File: config.mk
export PLATFORM = sky130hd
export DESIGN_NAME = riscv_execute_datapath
export DESIGN_NICKNAME = d
export VERILOG_FILES = /design/src/rtl/riscv_execute_datapath.sv
export SDC_FILE = /design/constraint.sdc
export NUM_CORES = 1
export LEC_CHECK = 0
export ABC_AREA = 1
export CORE_AREA = 2 2 151 153
export DETAILED_ROUTE_END_ITERATION = 8
export DIE_AREA = 0 0 153 155
export PLACE_DENSITY = 0.69
export SLEW_MARGIN = 30
export SYNTH_ARGS = -nofsm -noshare
export SYNTH_HDL_FRONTEND = slang
export SYNTH_SLANG_ARGS = --single-unit
export TNS_END_PERCENT = 5
File: constraint.sdc
create_clock -name clk -period 6 [get_ports clk]
set_input_delay 0.6 -clock clk [delete_from_list [all_inputs] [get_ports clk]]
set_output_delay 0.6 -clock clk [all_outputs]
set_load 0.01 [all_outputs]
File: src/rtl/riscv_execute_datapath.sv
// riscv_execute_datapath: operand muxes, immediate extender, NZCV ALU and ALUOut register.
// Define ALU_SHIFT_EN to build the SLL/SRL shifter; otherwise ALUControl 110/111 yield zero.
module riscv_execute_datapath (
  input  logic        clk,
  input  logic        reset,
  input  logic [31:0] PC,
  input  logic [31:0] OldPC,
  input  logic [31:0] A,
  input  logic [31:0] WriteData,
  input  logic [31:0] Result,
  input  logic [24:0] Inst,
  input  logic [1:0]  ImmSrc,
  input  logic [1:0]  ALUSrcA,
  input  logic [1:0]  ALUSrcB,
  input  logic [2:0]  ALUControl,
  input  logic        AddrSrc,
  output logic [31:0] Addr,
  output logic [31:0] ImmExt,
  output logic [31:0] SrcA,
  output logic [31:0] SrcB,
  output logic [31:0] ALUResult,
  output logic [31:0] ALUOut,
  output logic        Zero,
  output logic        Negative,
  output logic        Carry,
  output logic        Overflow
);
  logic [31:0] instr;
  logic        s;
  logic        sub;
  logic        arith;
  logic [31:0] b_op;
  logic [32:0] sum;
  logic        ovf;
  logic [31:0] alu_out_d;
  logic [31:0] alu_out_q;
  assign instr = {Inst, 7'b0};
  assign s     = instr[31];
  always_comb
    ImmExt = ImmSrc == 2'b00 ? {{20{s}}, instr[31:20]} :
             ImmSrc == 2'b01 ? {{20{s}}, instr[31:25], instr[11:7]} :
             ImmSrc == 2'b10 ? {{20{s}}, instr[7], instr[30:25], instr[11:8], 1'b0} :
                               {{12{s}}, instr[19:12], instr[20], instr[30:21], 1'b0};
  assign Addr = AddrSrc ? Result : PC;
  always_comb
    SrcA = ALUSrcA == 2'b00 ? PC : ALUSrcA == 2'b01 ? OldPC : ALUSrcA == 2'b10 ? A : 32'h0;
  always_comb
    SrcB = ALUSrcB == 2'b00 ? WriteData : ALUSrcB == 2'b01 ? ImmExt : ALUSrcB == 2'b10 ? 32'd4 : 32'h0;
  // SLT shares the subtractor: sign of A-B corrected by overflow gives signed less-than
  assign sub   = ALUControl == 3'b001 || ALUControl == 3'b101;
  assign arith = ALUControl[2:1] == 2'b00;
  assign b_op  = sub ? ~SrcB : SrcB;
  assign sum   = {1'b0, SrcA} + {1'b0, b_op} + {32'b0, sub};
  assign ovf   = (SrcA[31] == b_op[31]) && (sum[31] != SrcA[31]);
  always_comb begin
    ALUResult = 32'h0;
    case (ALUControl)
      3'b000, 3'b001: ALUResult = sum[31:0];
      3'b010:         ALUResult = SrcA & SrcB;
      3'b011:         ALUResult = SrcA | SrcB;
      3'b100:         ALUResult = SrcA ^ SrcB;
      3'b101:         ALUResult = {31'b0, sum[31] ^ ovf};
`ifdef ALU_SHIFT_EN
      3'b110:         ALUResult = SrcA << SrcB[4:0];
      3'b111:         ALUResult = SrcA >> SrcB[4:0];
`endif
      default:        ALUResult = 32'h0;
    endcase
  end
  assign Zero      = ALUResult == 32'h0;
  assign Negative  = ALUResult[31];
  assign Carry     = arith & sum[32];
  assign Overflow  = arith & ovf;
  assign alu_out_d = ALUResult;
  always_ff @(posedge clk or negedge reset)
    if (!reset) alu_out_q <= 32'h0;
    else        alu_out_q <= alu_out_d;
  assign ALUOut = alu_out_q;
endmodule

### Word level (Yosys, flattened, before mapping)

Cells that the tools add are included.
Widths: inputs -> output; s select.

* multiplexer cells: 12
* $add $sub $neg: 2
* reductions and logical operators: 9
* bitwise logic cells: 7
* eq/ne operators: 13

Operator list (number)
* $mux 32: 7
* $pmux 32 s5: 1
* $mux 20: 3
* $add 32x32->33: 1
* $add 33x1->33: 1
* $and 32x32->32: 1
* $logic_not 32->1: 1
* $not 32->32: 1
* $or 32x32->32: 1
* $xor 32x32->32: 1
* $logic_not 2->1: 4
* $eq 2x1->1 const B: 3
* $eq 2x2->1 const B: 3
* $eq 3x2->1 const B: 2
* $eq 3x3->1 const B: 2
* $eq 3x1->1 const B: 1
* $logic_not 3->1: 1
* $mux 3: 1
* $and 1x1->1: 2
* $reduce_or 2->1: 1
* $eq 1x1->1: 1
* $logic_and 1x1->1: 1
* $logic_or 1x1->1: 1
* $ne 1x1->1: 1
* $xor 1x1->1: 1

* word-level logic and storage cells: 44
* flip-flop bits (word level): 32

### Depth between registers and ports, before layout

Gate-level depths: netlist of run 1.

* word-level depth: 15
* gate-level depth with buffers: 27
* depth with buffers taken out: 26

### Worst setup path after synthesis of run 1

OpenSTA, ideal clock, no wires.

* kind: input to output
* start: in ImmSrc[1]
* end: out Zero
* cell stages on the path: 24
* buffers on the path: 1
* data required time: 5400 ps
* slack: 1573 ps
* data arrival time: 3827 ps
* cells stage by stage: buf_6 inv_2 or2_2 nand2_1 mux2_2 nand2_1 o21ai_0 xor2_1 fa_1 nand2_1 nand2_1 nand3_1 nand2_1 nand2_1 nand2_1 o21ai_1 nand2_1 nor2_1 nand2_1 nor2_1 nand3_1 nor2_1 nand4_1 nor2_1

* elaborated cells on any way between the ends: 20
* those cells by class: 2 x add/sub; 3 x eq/ne; 7 x mux; 5 x bitwise; 3 x reduce/logical

RTL lines
* start: declaration: line 12 `input logic [1:0] ImmSrc,`
* $eq 2x2->1: line 42 `ImmSrc == 2'b10 ? {{20{s}}, instr[7], instr[30:25], instr[11:8], 1'b0} :`
* $mux 20: line 42
* $mux 20: line 41 `ImmSrc == 2'b01 ? {{20{s}}, instr[31:25], instr[11:7]} :`
* $mux 20 *: line 40 `ImmExt = ImmSrc == 2'b00 ? {{20{s}}, instr[31:20]} :`
* net ImmExt[1]: line 18 `output logic [31:0] ImmExt,`
* $mux 32 * (2 in series): line 48 `SrcB = ALUSrcB == 2'b00 ? WriteData : ALUSrcB == 2'b01 ? ImmExt : ALUSrcB == 2'b10 ? 32'd4 : 32'h0;`
* net SrcB[1]: line 20 `output logic [31:0] SrcB,`
* $not 32->32: line 52 `assign b_op = sub ? ~SrcB : SrcB;`
* $mux 32 *: line 52
* $add 32x32->33 *: line 53 `assign sum = {1'b0, SrcA} + {1'b0, b_op} + {32'b0, sub};`
* $add 33x1->33 *: line 53
* $pmux 32 s5 *: line 57 `case (ALUControl)`
* net ALUResult[14]: line 21 `output logic [31:0] ALUResult,`
* $logic_not 32->1 *: line 70 `assign Zero = ALUResult == 32'h0;`
* end: declaration: line 23 `output logic Zero,`

The timed path passes the listed nets; every way through them passes the cells marked *.

### Final worst setup path of run 1

* start: in ALUSrcB[0]
* end: out Zero

* cells in the longest elaborated chain, start to end: 13
* elaborated cells on any way between the ends: 19
* those cells by class: 2 x add/sub; 4 x eq/ne; 5 x mux; 5 x bitwise; 3 x reduce/logical

RTL lines
* start: declaration: line 14 `input logic [1:0] ALUSrcB,`
* $eq 2x2->1: line 48
* $mux 3: line 48
* $mux 32: line 48
* $mux 32 *: line 48
* $not 32->32: line 52
* $mux 32: line 52
* $add 32x32->33: line 53
* $add 33x1->33: line 53
* $ne 1x1->1: line 54 `assign ovf = (SrcA[31] == b_op[31]) && (sum[31] != SrcA[31]);`
* $logic_and 1x1->1: line 54
* $xor 1x1->1: line 62 `3'b101: ALUResult = {31'b0, sum[31] ^ ovf};`
* $pmux 32 s5 *: line 57
* $logic_not 32->1 *: line 70

Mark *: on every way between the ends. The rest lies on a longest branch, timed or not.

==> results of run 1 <==
[area by class of cell]
cell class              instances  area (um^2)  area share [%]
clock buffers                   8          146            1.28
flip-flops and latches         32          801            7.01
repair buffers                415         4090            35.8
multi-input cells             862         5160            45.1
inverters                     231          867            7.59
well taps                     285          357            3.12
diodes                          2         5.00          0.0438
[worst min-delay path by stage]
stage | startpoint | endpoint | slack, ps | cells past startpoint
after floorplan | reset | ALUOut[0] | 300 | 0
final | reset | ALUOut[4] | 720 | 2
after CTS | reset | ALUOut[4] | 740 | 2
after global placement | reset | ALUOut[6] | 1030 | 2
after global routing | reset | ALUOut[4] | 780 | 2
after detailed placement | reset | ALUOut[4] | 1030 | 2
[placed cells by master (no fill, tap or decap), types with 3 or more instances in the layout]
cell / netlist / final
nand3_1: 71 / 71
nor3_1: 4 / 4
nand2_2: 11 / 12
a221oi_2: 3 / 3
nand3b_1: 9 / 9
xor2_1: 32 / 32
nor2_2: 5 / 6
nand2_4: 5 / 5
ha_1: 97 / 96
o21ai_1: 4 / 6
buf_4: 22 / 24
dfrtp_1: 32 / 32
nand4_1: 13 / 13
nand3_2: 5 / 5
a21o_1: 5 / 5
nand2_1: 288 / 287
inv_1: 222 / 222
inv_2: 9 / 9
a21oi_1: 50 / 49
o21ai_0: 87 / 85
a22oi_1: 16 / 16
clkbuf_16: 0 / 5
a221oi_1: 21 / 21
clkdlybuf4s50_1: 0 / 391
nor2_1: 90 / 89
mux2_2: 4 / 4
o211ai_1: 21 / 21
o21bai_1: 4 / 4
[cells by family after synthesis]
logic type / after synthesis
adder cells (fa/ha/maj): 98
multiplexers: 4
flip-flops: 32
AND/OR/NAND/NOR: 508
AO/OA/AOI/OAI: 220
XOR/XNOR: 32
buffers and inverters: 288
[metrics by stage]
step / worst slack [ps] / cells / power, mW
global placement: 326 / 1825 / 1.53
global route: 22.5 / 1835 / 1.94
floorplan: 1570 / 1182 / 0.913
CTS: 287 / 1833 / 1.80
finish: 321 / 1835 / 1.80
detailed placement: 296 / 1825 / 1.54
[per-layer routing]
metal | up-vias | track usage [%]
li1 | 4525 | -
met1 | 4255 | 36.9
met2 | 334 | 49.5
met3 | 40 | 4.26
met4 | 0 | 8.77
met5 | - | 0
[repair_timing]
item	CTS	global route
resized for setup	0	6
endpoints found under the hold margin	0	0
buffers inserted	0	0
hold buffers	0	0
endpoints found under the setup margin	0	1
[where the power goes]
group          internal (mW)  switching (mW)
Combinational          0.582           0.705
Sequential             0.250         0.00826
Clock                  0.165          0.0873
==> run summary, run 1 <==
The flow ran to the end, and the final reports show no timing, DRC or antenna violations. The biggest area consumer among synthesized cells is ha_1. The library cell with the highest instance count after synthesis is nand2_1.

The number of enable flip-flop cells after synthesis came out at 0. The number of antenna violations at the first check in global routing is 2. After Yosys synthesis, and, or, nand and nor cells account for 31.1% of the synthesized area.

The via count of the first global-routing pass is 8891. The most critical setup path has its endpoint at Zero. In this run the cell area of the synthesized design comes to 0.00715 mm^2. The detailed-route wire length came out at 35.1 mm.

The via-per-instance ratio came out at 4.99. The share of the synthesized netlist area taken by xor and xnor gates came out at 3.92%. The power per standard cell area came out at 157 mW/mm^2. The number of violations of the max-capacitance limit came out at 0. The total count of max-transition violations in the final report is 0. The number of buffer and inverter instances along the worst setup path came out at 5.

The post-synthesis net count came out at 1477. The initial core utilization is 32.2%. The arrival time reported for the critical path endpoint came out at 5080 ps.

The number of levels the H-tree was split into came out at 2. Detailed placement finished with a half-perimeter wire length of 30.6 mm. The largest driver fanout on the critical path came out at 10. The area enclosed by the die boundary came out at 0.0237 mm^2. In this run the cell area measured after placement is 0.0113 mm^2. The total iterations of the first detailed-routing run is 5. The share of synthesized flip-flops with an asynchronous set or reset came out at 100%. The cell sitting at the root of the clock tree is a clkbuf_16. The transition time of the tightest slew-check pin came out at 859 ps. The remaining global-route overflow came out at 0. After detailed routing, the average wire length per cell comes to 19.1 um. The peak ir drop on the vdd network came out at 0.0000933 V. The detailed-routed wire length on met2 came out at 17.0 mm.

The post-detailed-route count of antenna-violating nets came out at 0. In this run the static leakage power is 5.72 nW. The post-synthesis to final-layout area growth came out at 59.9%. The worst setup path is of the input port to primary output kind. The setup violation total in the final timing report is 0.

The synthesized-area fraction occupied by ao, oa, aoi and oai cells came out at 18.9%. The routability-driven placement congestion ratio is 0.970. The count of boundary I/O pins came out at 393. The die is 155 um tall.

The total global-route track usage came out at 28.6%. The fraction of layout cells with a size suffix above 1 came out at 5.49%. The final-layout worst hold slack came out at 722 ps. The achievable frequency came out at 0.176 GHz. The detailed router finished its first iteration with 590 violations.

The critical path goes through clkdlybuf4s50_1 > inv_1 > nor2_1 > buf_4 > inv_1 > nor2_2 > a21oi_1 > xor2_1 > ha_1 > a21oi_1 > a21boi_0 > o21ai_0 > a21oi_1 > nand3_1 > nand2_1 > o21ai_0 > nor2_1 > nand4_1 > nor2_1 > clkdlybuf4s50_1. The count of input and output buffers is 392. Yosys attributes the largest share of cell area to ha_1, nand2_1, inv_1, dfrtp_1, o21ai_0.

By area, the combinational part of the netlist is dominated by simple AND/OR/NAND/NOR gates. The cell at the slowest stage of the critical path is clkdlybuf4s50_1. The fraction of the cycle the final worst path needs came out at 94.7%. The number of flip-flops in the largest register is 32.

The largest net degree at the start of global routing came out at 65. The total length of routed met3 wires is 2.17 mm. The stage delay of the slowest cell on the critical path is 550 ps. The share of the core filled with cells came out at 51.4%. After floorplanning, the core was divided into 55 placement rows. In the final design database the tool counted 1842 nets.

The number of clock buffers inserted by TritonCTS is 5. The dominant register cell in the synthesized netlist is dfrtp_1. The number of different library cells used by synthesis comes to 46. The total of fill cells in the finished design is 2317.

After synthesis, flip-flops and latches occupy 11.2% of the total area. The worst pin sits at a relative slew slack of 42.6%. TritonCTS built the clock tree.

The length of routed wiring on met1 came out at 15.0 mm. The vias after detailed routing came out at 9154. The clock period minus worst slack is 5680 ps. Setup total negative slack on the finished layout was measured at 0 ps. The number of remaining DRC errors is 0. The share of synthesized area spent on multiplexers came out at 0.630%. The path class of the lowest-slack min-delay path is input port to asynchronous set/reset pin.

Synthesis produced a netlist whose cell count is 1182. The detailed router used layers up to and including met4. Counting flops and latches in the post-synthesis netlist gives 32. The worst setup path is captured at a primary output. The first-pass GRT wire length is 52.2 mm. The number of hold violations in the final report was 0. The adder-cell share of the synthesized area came out at 17.3%. The required time of the critical path is 5400 ps.

Setup repair after global routing left no endpoint under its margin. The x dimension of the die came out at 153 um. The clock-pin transition on the worst setup and hold timing paths is 50 ps. For this run, the number of Yosys warnings is 0. STA classifies the critical path startpoint as an input port.

In this run the deepest clock path goes through 2 buffers. The total area inside the core boundary comes to 0.0222 mm^2. The area of all placed cells without fillers is 0.0114 mm^2. The startpoint of the most critical setup path is ALUSrcB[0]. The top-area cell type share of the netlist area came out at 17.0%. The clock sink total is 32. The commonest cells after synthesis are nand2_1, inv_1, ha_1.

The cell family contributing the most delay on the critical path is buffers and inverters. The per-instance average area after synthesis came out at 6.05 um^2. The critical path runs through a total of 20 cells.
Note: power is estimated with default switching activity, not from simulation.
==> run 2, diff against run 1 <==
--- a/config.mk
+++ b/config.mk
@@ -6,10 +6,12 @@
 export NUM_CORES = 1
 export LEC_CHECK = 0
 export ABC_AREA = 1
-export CORE_AREA = 2 2 151 153
+export CELL_PAD_IN_SITES_DETAIL_PLACEMENT = 0
+export CELL_PAD_IN_SITES_GLOBAL_PLACEMENT = 1
+export CORE_ASPECT_RATIO = 0.8
+export CORE_UTILIZATION = 28
 export DETAILED_ROUTE_END_ITERATION = 8
-export DIE_AREA = 0 0 153 155
-export PLACE_DENSITY = 0.69
+export PLACE_DENSITY_LB_ADDON = 0.1
 export SLEW_MARGIN = 30
 export SYNTH_ARGS = -nofsm -noshare
 export SYNTH_HDL_FRONTEND = slang
==> run 2 against run 1 <==
Net effect:
- final cell count up 1.9%
- critical path depth up 2
- fmax is 2.0% lower
- count of clock-buffer cells in the layout fell by 1
- sequential share of layout area fell by 0.052 points
==> run summary, run 2 (same netlist as run 1, synthesis figures left out) <==
The transition time of the tightest slew-check pin is 994 ps (+135 ps). The number of levels the H-tree was split into came to 2 (unchanged). The number of nets at the end of the flow is 1846 (+0.22%).

The achievable frequency was 0.173 GHz (-2.0%). The switching component of the power is 802 uW (+0.13%). The post-synthesis to final-layout area growth is 61.1%.

The fraction of the cycle the final worst path needs came to 96.6% (+1.9 points). The most frequent standard cell in the layout excluding fill and tap cells is clkdlybuf4s50_1. The run finished with clean final reports. The number of buffers inserted by hold repair at cts came out at 0 (unchanged). The average detailed-routed wire length per instance is 19.1 um (about the same).

The critical path is of the input port to primary output type. The count of boundary I/O pins came to 393 (unchanged). The number of flip-flops in the largest register was 32 (unchanged). The number of hold violations in the final report came out at 0 (unchanged). The number of antenna violations at the first check in global routing came out at 0 (-2).

The via-per-instance ratio was 4.82 (-3.4%). The arrival time reported for the critical path endpoint is 5190 ps (+110 ps). The final cell count without fillers came out at 1869 (+1.9%). The area enclosed by the die boundary is 0.0262 mm^2 (+10%). The die height came to 145 um (-6.5%).

In the layout the commonest cells are clkdlybuf4s50_1, nand2_1, inv_1. The part of the power in the clock network came out at 14.4% (+0.4 points). The required time of the critical path is 5400 ps (about the same). TritonCTS built the clock tree. The clock sink total is 32 (unchanged). The power per standard cell area is 157 mW/mm^2 (about the same).

The register share of total power is 14.3% (about the same). The setup violation total in the final timing report is 0 (unchanged). The clock period minus worst slack came to 5790 ps (+115 ps). The initial core utilization came out at 28.9% (-3.2 points). The capturing element type of the critical path is a primary output. The count of input and output buffers came out at 392 (unchanged). The number of DRC markers in iteration 0 is 502 (-15%).

The placeable core region came out at 0.0247 mm^2 (+11%). The post-detailed-route count of antenna-violating nets came out at 0 (unchanged). The clock-pin transition on the worst setup and hold timing paths came to 50 ps (about the same). The post-route setup TNS came out at 0 ps (unchanged).

The multi-input gate area in the final layout is 0.00516 mm^2 (+0.17%). The total count of max-transition violations in the final report came out at 0 (unchanged). The number of clock buffers inserted by TritonCTS is 5 (unchanged).

The largest net degree at the start of global routing is 65 (unchanged). The largest buffer count on any clock path is 2 (unchanged). The total iterations of the first detailed-routing run is 5 (unchanged). The routability-driven placement congestion ratio came out at 0.923 (-4.9%).

The row count is 51 (-7.3%). The total of fill cells in the finished design came to 2599 (+12%). The first-pass GRT wire length came out at 51.9 mm (-0.66%). The x dimension of the die is 181 um (+18%). The tightest min-delay check is of the input port to asynchronous set/reset pin type. The leakage power of the design is 5.73 nW (+0.22%). The detailed-route wire length came out at 35.8 mm (+1.8%).

The number of antenna cells inserted is 0 (-2). The storage element area is 801 um^2 (unchanged). The via count of the first global-routing pass was 8449 (-5.0%). The buffer type at the clock tree root is clkbuf_16. The peak ir drop on the vdd network came to 0.000105 V (+13%).

The relative contribution of combinational cells to total power is 71.4% (-0.2 points). The vias after detailed routing came out at 9011 (-1.6%). The number of remaining DRC errors is 0 (unchanged). The total internal power came out at 1.01 mW (+1.3%). The HPWL after detailed placement is 31.5 mm (+2.7%). The total global-route track usage is 26.5% (-2.2 points).

The switching power share of the total is 44.2% (-0.29 points). The largest driver fanout on the critical path came out at 10 (unchanged). The total placed cells including tap cells is 1856 (+1.7%). The headroom to the max-slew limit came out at 33.7% (-9.0 points). The number of violations of the max-capacitance limit is 0 (unchanged). The fraction of layout cells with a size suffix above 1 is 6.19% (+0.70 points). The remaining global-route overflow is 0 (unchanged). STA classifies the critical path startpoint as an input port.
run 2: power groups by stage:
stage / Sequential (mW) / Combinational [mW] / Clock, mW
CTS: 0.259 / 1.28 / 0.267
global route: 0.262 / 1.42 / 0.273
detailed placement: 0.262 / 1.27 / 0
floorplan: 0.281 / 0.632 / 0
finish: 0.258 / 1.29 / 0.260
global placement: 0.262 / 1.27 / 0
run 2: per-layer routing:
layer	vias to the layer above	routed length (um)	part of all wire (%)	GRT usage (%)
met5	-	0	0	0
met4	0	637	1.8	6.07
met3	32	2530	7.1	5.63
met2	310	16000	45	42.5
met1	4147	16600	46	36.1
li1	4522	-	-	-
run 2: worst max-delay path, cell delays in order:
cell	delay (ps)
clkdlybuf4s50_1	480
nor2_1	440
clkinvlp_4	170
buf_4	210
o211ai_1	550
ha_1	430
nand2_2	150
inv_1	50
a21oi_1	240
nand2_1	170
nand2_1	110
nand3_1	70
nand3_1	90
nand2_1	100
nor2_1	140
nand2_1	70
nor2_1	100
nand3_1	110
nor2_1	150
nand4_1	120
nor2_1	110
clkdlybuf4s50_1	550
run 2: how the worst max path moves through the flow:
stage / startpoint / end / slack, ps / cells past startpoint
after floorplan: ImmSrc[1] / Zero / 1570 / 24
final: ALUSrcA[1] / Zero / 210 / 22
after global placement: ImmSrc[1] / Zero / 320 / 23
after detailed placement: ImmSrc[1] / Zero / 270 / 25
after CTS: ImmSrc[1] / Zero / 260 / 25
after global routing: ALUSrcA[1] / Zero / -30 / 20
run 2: layout make-up:
type	count	share of cell area, %
tap	318	3.46
multi-input combinational	862	44.9
sequential	32	6.96
timing repair inverter	1	0.0652
inverter	231	7.57
clock buffer	7	1.33
timing repair buffer	418	35.8
run 2: per-stage QoR:
step           total power [mW]  hold slack, ps  cell area, um^2  util, %  setup WS (ps)
2_1_floorplan             0.913             304             7150        -           1570
3_3_place_gp               1.53            1030            11300     45.7            320
3_5_place_dp               1.53            1040            11300     45.7            269
4_1_cts                    1.80             747            11400     46.3            263
5_1_grt                    1.95             766            11500     46.6          -25.3
6_report                   1.81             722            11500     46.6            206
run 2: timing repair:
item | in CTS | in global routing
setup endpoints to repair | 0 | 1
buffers inserted | 0 | 5
hold endpoints to repair | 0 | 0
gates resized for setup | 0 | 13
==> run 3, diff against run 2 <==
--- a/config.mk
+++ b/config.mk
@@ -10,6 +10,7 @@
 export CELL_PAD_IN_SITES_GLOBAL_PLACEMENT = 1
 export CORE_ASPECT_RATIO = 0.8
 export CORE_UTILIZATION = 28
+export CTS_CLUSTER_DIAMETER = 200
 export DETAILED_ROUTE_END_ITERATION = 8
 export PLACE_DENSITY_LB_ADDON = 0.1
 export SLEW_MARGIN = 30
==> results of run 3 <==
The final DEF is identical to that of run 2; final timing and power are the same.
==> variant 1: new RTL, settings of run 1 <==
Build with the macro `ALU_SHIFT_EN` defined.
--- a/src/rtl/riscv_execute_datapath.sv
+++ b/src/rtl/riscv_execute_datapath.sv
@@ -1,4 +1,6 @@
 // riscv_execute_datapath: operand muxes, immediate extender, NZCV ALU and ALUOut register.
 // Define ALU_SHIFT_EN to build the SLL/SRL shifter; otherwise ALUControl 110/111 yield zero.
+`define ALU_SHIFT_EN
+
 module riscv_execute_datapath (
   input  logic        clk,
Check against the original RTL: not equivalent (Yosys sat finds a counterexample within 4 cycles, from zero or initial values and one cycle with reset low).
==> variant 1 against run 1 <==
- setup slack got worse by 160 ps
- critical path type unchanged
- routed wire length increased by 70%
- combinational power increased by 56%
- final area increased by 32%
- power increased by 45%
- sequential cell count unchanged
- sequential share of layout area decreased by 1.7 points
- first-iteration DRC count increased to 3.7 times the old value
- fmax decreased by 2.8%
- synthesized area increased by 41%
==> variant 1: results (changes against run 1) <==
Yosys
  • Top post-synthesis cells by area: nand2_1, nand3_1, ha_1 (was ha_1, nand2_1, inv_1)
  • Sequential-to-total area share from yosys stat: 7.92% (was 11.2%)
  • Ys Warns: 0 (unchanged)
  • Top cells by count, synth: nand2_1, nand3_1, inv_1, nor2_1, ha_1 (was nand2_1, inv_1, ha_1, nor2_1, o21ai_0)
  • Main synth FF type: dfrtp_1 (unchanged)
  • Syn nets: 2192 (was 1477)
  • Yosys cell types: 41 (was 46)
  • Share of async-settable or async-resettable flops after synthesis: 100% (unchanged)

Global route
  • Tot GR Track Use: 47.7% (was 28.6%)
  • First-pass GRT wire length: 86000 microns (was 52200 microns)
  • Initial antenna violation count: 5 (was 2)
  • GR met1 Demand/Resource: 58.2% (was 36.9%)
  • M2 GR Usage: 74.8% (was 49.5%)
  • Vias in the first global route: 14336 (was 8891)
  • Met3 usage: 10.7% (was 4.26%)
  • Pin count of the biggest net entering global routing: 65 (unchanged)

Worst setup path
  • Top fanout value on the critical path: 25 (was 10)
  • Worst path max stage delay: 580 ps (was 550 ps)
  • CP max-delay cell: clkdlybuf4s50_1 (unchanged)
  • Setup crit end: Zero (unchanged)
  • Worst Path Arrival: 5240 ps (was 5080 ps)
  • Cell family with most CP delay: buffers and inverters (unchanged)
  • CP startpoint: ALUSrcA[1] (was ALUSrcB[0])

Route
  • Met3 WL: 7940 microns (was 2170 microns)
  • Via Count: 15672 (was 9154)
  • WL met2: 25500 microns (was 17000 microns)
  • DR iter-0 viols: 2167 (was 590)
  • DR pass1 iterations: 9 (was 5)
  • Met1 wire length: 21200 microns (was 15000 microns)
  • Wirelength per Cell: 23.0 microns (was 19.1 microns)
  • Top routing layer in use: met5 (was met4)

Power
  • Combinational power: 2.01 mW (was 1.29 mW)
  • Net Sw Frac: 50.5% (was 44.5%)
  • VDD IR max: 120 uV (was 93.3 uV)
  • Clock share of power: 11.9% (was 14.0%)
  • Leak: 7.66 nW (was 5.72 nW)
  • Psw: 1.31 mW (was 0.801 mW)

Finish
  • Share of cells above drive strength 1: 8.10% (was 5.49%)
  • Filler cells: 2066 (was 2317)
  • NumNets Final: 2603 (was 1842)
  • Max reg flops: 32 (unchanged)

STA
  • Least-Margin Pin Slew: 1010 ps (was 859 ps)
  • Hold WS: 722 ps (about the same)

Place
  • GPL Wtd Cong: 1.11 (was 0.970)
  • Final HPWL DP: 49600 microns (was 30600 microns)
  • I/O Buffers: 392 (unchanged)

Min path
  • Hold Path Class: input port to asynchronous set/reset pin (unchanged)

CTS
  • Root buffer cell: clkbuf_16 (unchanged)
  • Longest Clk Path Bufs: 2 (unchanged)
  • TritonCTS Buffers: 5 (unchanged)
  • CTS H-tree lvls: 2 (unchanged)
  • Clock transition at the registers of the reported paths: 50 ps (about the same)

Outcome
  • Status: completed (unchanged)
[variant 1: changes by cell type after synthesis, sizes merged, moves of 7 or more]
cell | before | now
xor2 | 32 | 39
clkbuf | 23 | 40
nand3 | 77 | 292
a22oi | 16 | 6
nand4 | 13 | 22
o21ai | 91 | 109
nor2 | 96 | 162
buf | 34 | 63
nand2 | 304 | 666
inv | 231 | 197
o211ai | 21 | 8
a21oi | 52 | 70
[variant 1: through the flow]
step	setup TNS, ps	cells	utilization (%)	cell area (sq um)	worst slack (ps)
floorplan	0	1898	-	10100	1640
CTS	0	2589	67.0	14900	29.0
global route	-38.4	2598	67.7	15000	-38.4
global placement	-163	2581	66.1	14700	-163
detailed placement	-165	2581	66.1	14700	-165
finish	0	2598	67.7	15000	158
[variant 1: cell type report]
class	count	area [sq um]	share of cell area (%)
multi-input cells	1562	8140	54.1
flip-flops and latches	32	801	5.32
diodes	3	7.51	0.0499
repair buffers	506	4800	31.9
repair inverters	1	7.51	0.0499
clock inverters	1	30.0	0.200
well taps	285	357	2.37
inverters	201	758	5.04
clock buffers	7	153	1.01
[variant 1: logic make-up (layout without fill, tap and decap cells)]
family | Yosys count | in the layout | share of synthesized area (%)
compound gates | 244 | 244 | 14.0
flops | 32 | 32 | 7.92
other cells | 0 | 3 | 0
mux | 10 | 10 | 1.11
simple gates | 1172 | 1172 | 48.8
xor+xnor | 39 | 39 | 3.38
buf+inv | 304 | 716 | 12.7
fa+ha+maj | 97 | 97 | 12.1
[variant 1: what timing repair did]
action | 4_1_cts | 5_1_grt
setup buffers | 0 | 5
setup endpoints to repair | 1 | 1
cloned | 0 | 1
pin swaps | 0 | 4
gates resized for setup | 3 | 37
==> variant 2: new RTL, flow settings as in run 1 <==
Made on the original files. Reset style: synchronous (`reset`), changed in one clocked block.
--- a/src/rtl/riscv_execute_datapath.sv
+++ b/src/rtl/riscv_execute_datapath.sv
@@ -73,5 +73,5 @@
   assign Overflow  = arith & ovf;
   assign alu_out_d = ALUResult;
-  always_ff @(posedge clk or negedge reset)
+  always_ff @(posedge clk)
     if (!reset) alu_out_q <= 32'h0;
     else        alu_out_q <= alu_out_d;
Check against the original RTL: differs if reset is asserted again (counterexample within 4 cycles, from zero or initial values and one cycle with reset low); with reset held inactive, the same outputs for 10 cycles.
==> variant 2 against run 1 <==
- power grew 0.63%
- sequential cell count is the same
- synthesized area shrank 2.5%
- routed wire length grew 0.89%
- sequential power shrank 8%
- hold slack gained 470 ps
- setup slack gained 71 ps
- cell count grew 1.1%
- final area grew 0.69%
- critical path type unchanged
- largest cell class unchanged
- largest power group unchanged
- highest routed layer unchanged
==> variant 2: results (changes against run 1) <==
Power
  • Clk power: 0.303 mW (was 0.252 mW)
  • Pint: 1.03 mW (was 0.997 mW)
  • Seq. pwr: 0.238 mW (was 0.258 mW)
  • VDD IR max: 114 uV (was 93.3 uV)
  • Leak: 5.52 nW (was 5.72 nW)
  • Sequential Power Share: 13.2% (was 14.3%)

Global route
  • Pin count of the biggest net entering global routing: 63 (was 65)
  • Vias in the first global route: 8944 (was 8891)
  • Tot GR Track Use: 28.4% (was 28.6%)
  • First-pass GRT wire length: 52500 microns (was 52200 microns)
  • Initial antenna violation count: 4 (was 2)

Route
  • Wirelength per Cell: 19.1 microns (about the same)
  • Vias/cell: 4.98 (was 4.99)
  • DR pass1 iterations: 5 (unchanged)
  • DR iter-0 viols: 484 (was 590)
  • Via Count: 9237 (was 9154)

STA
  • Final Max Tran Viols: 0 (unchanged)
  • Hold WS: 1200 ps (was 722 ps)
  • Slew margin rel.: 35.6% (was 42.6%)

CTS
  • TritonCTS Buffers: 5 (unchanged)
  • Root buffer cell: clkbuf_16 (unchanged)
  • Clock transition at the registers of the reported paths: 50 ps (about the same)

Finish
  • Clock buffer count in the final layout: 7 (was 8)
  • Diodes inserted: 4 (was 2)
  • NumNets Final: 1860 (was 1842)
  • Bufs w/o clock: 435 (was 415)
  • Filler cells: 2283 (was 2317)
  • Fin util: 51.8% (was 51.4%)
  • Register area: 641 sq um (was 801 sq um)
  • Multi-input combinational area share: 45.7% (was 45.1%)
  • Clock Network Area Fraction: 1.59% (was 1.28%)
  • Multi-input gates: 877 (was 862)
  • Inverters: 214 (was 231)
  • FFs & Latches: 32 (unchanged)
  • NonClk Buf Share: 36.9% (was 35.8%)
  • Share of cells above drive strength 1: 7.98% (was 5.49%)

Worst setup path
  • Setup crit end: Zero (unchanged)
  • Cell family with most CP delay: simple AND/OR/NAND/NOR gates (was buffers and inverters)
  • Top fanout value on the critical path: 6 (was 10)
  • CP startpoint: ImmSrc[0] (was ALUSrcB[0])
  • Worst Path Arrival: 5010 ps (was 5080 ps)

Place
  • Final HPWL DP: 30800 microns (was 30600 microns)
  • GPL Wtd Cong: 0.990 (was 0.970)
  • Dpl cell area: 0.0111 sq mm (was 0.0113 sq mm)
  • DP Cell Count: 1824 (was 1825)
  • DP Worst Slack: 194 ps (was 296 ps)

Min path
  • Hold Path Class: input port to flop (was input port to asynchronous set/reset pin)
  • Hold EP: ALUOut[4]$_SDFF_PN0_

Yosys
  • Syn nets: 1476 (was 1477)
  • Top post-synthesis cells by area: ha_1, nand2_1, inv_1 (unchanged)
  • Main synth FF type: dfxtp_1 (was dfrtp_1)
  • Post-synthesis average cell area: 5.90 sq um (was 6.05 sq um)
  • Sequential-to-total area share from yosys stat: 9.19% (was 11.2%)
  • Yosys cell types: 46 (unchanged)
  • Ys Warns: 0 (unchanged)
  • Top cells by count, synth: nand2_1, inv_1, nor2_1, ha_1, o21ai_0 (was nand2_1, inv_1, ha_1, nor2_1, o21ai_0)
  • Share of async-settable or async-resettable flops after synthesis: 0% (was 100%)

Outcome
  • Status: completed (unchanged)
[variant 2: cell count changes after synthesis, moves of 16 or more]
cell,delta
a21oi_1,+19
nand2_1,-16
dfrtp_1,-32
dfxtp_1,+32
nor2_1,+18
inv_1,-22
[variant 2: metal layers]
metal | global-route usage, % | routed length [microns] | up-vias
met3 | 2.84 | 1740 | 47
met4 | 7.50 | 892 | 0
met2 | 50.4 | 17300 | 335
met1 | 36.9 | 15500 | 4278
li1 | - | - | 4577
met5 | 0 | 0 | -
[variant 2: cells by family (layout without fill, tap and decap cells)]
| logic type | count (synthesis) | after routing | synth area share (%) |
|---|---|---|---|
| simple gates | 503 | 503 | 31.3 |
| buf+inv | 272 | 657 | 16.1 |
| compound gates | 238 | 238 | 20.7 |
| fa+ha+maj | 98 | 98 | 17.7 |
| xor+xnor | 32 | 32 | 4.02 |
| flops | 32 | 32 | 9.19 |
| mux | 6 | 6 | 0.969 |
| other cells | 0 | 4 | 0 |
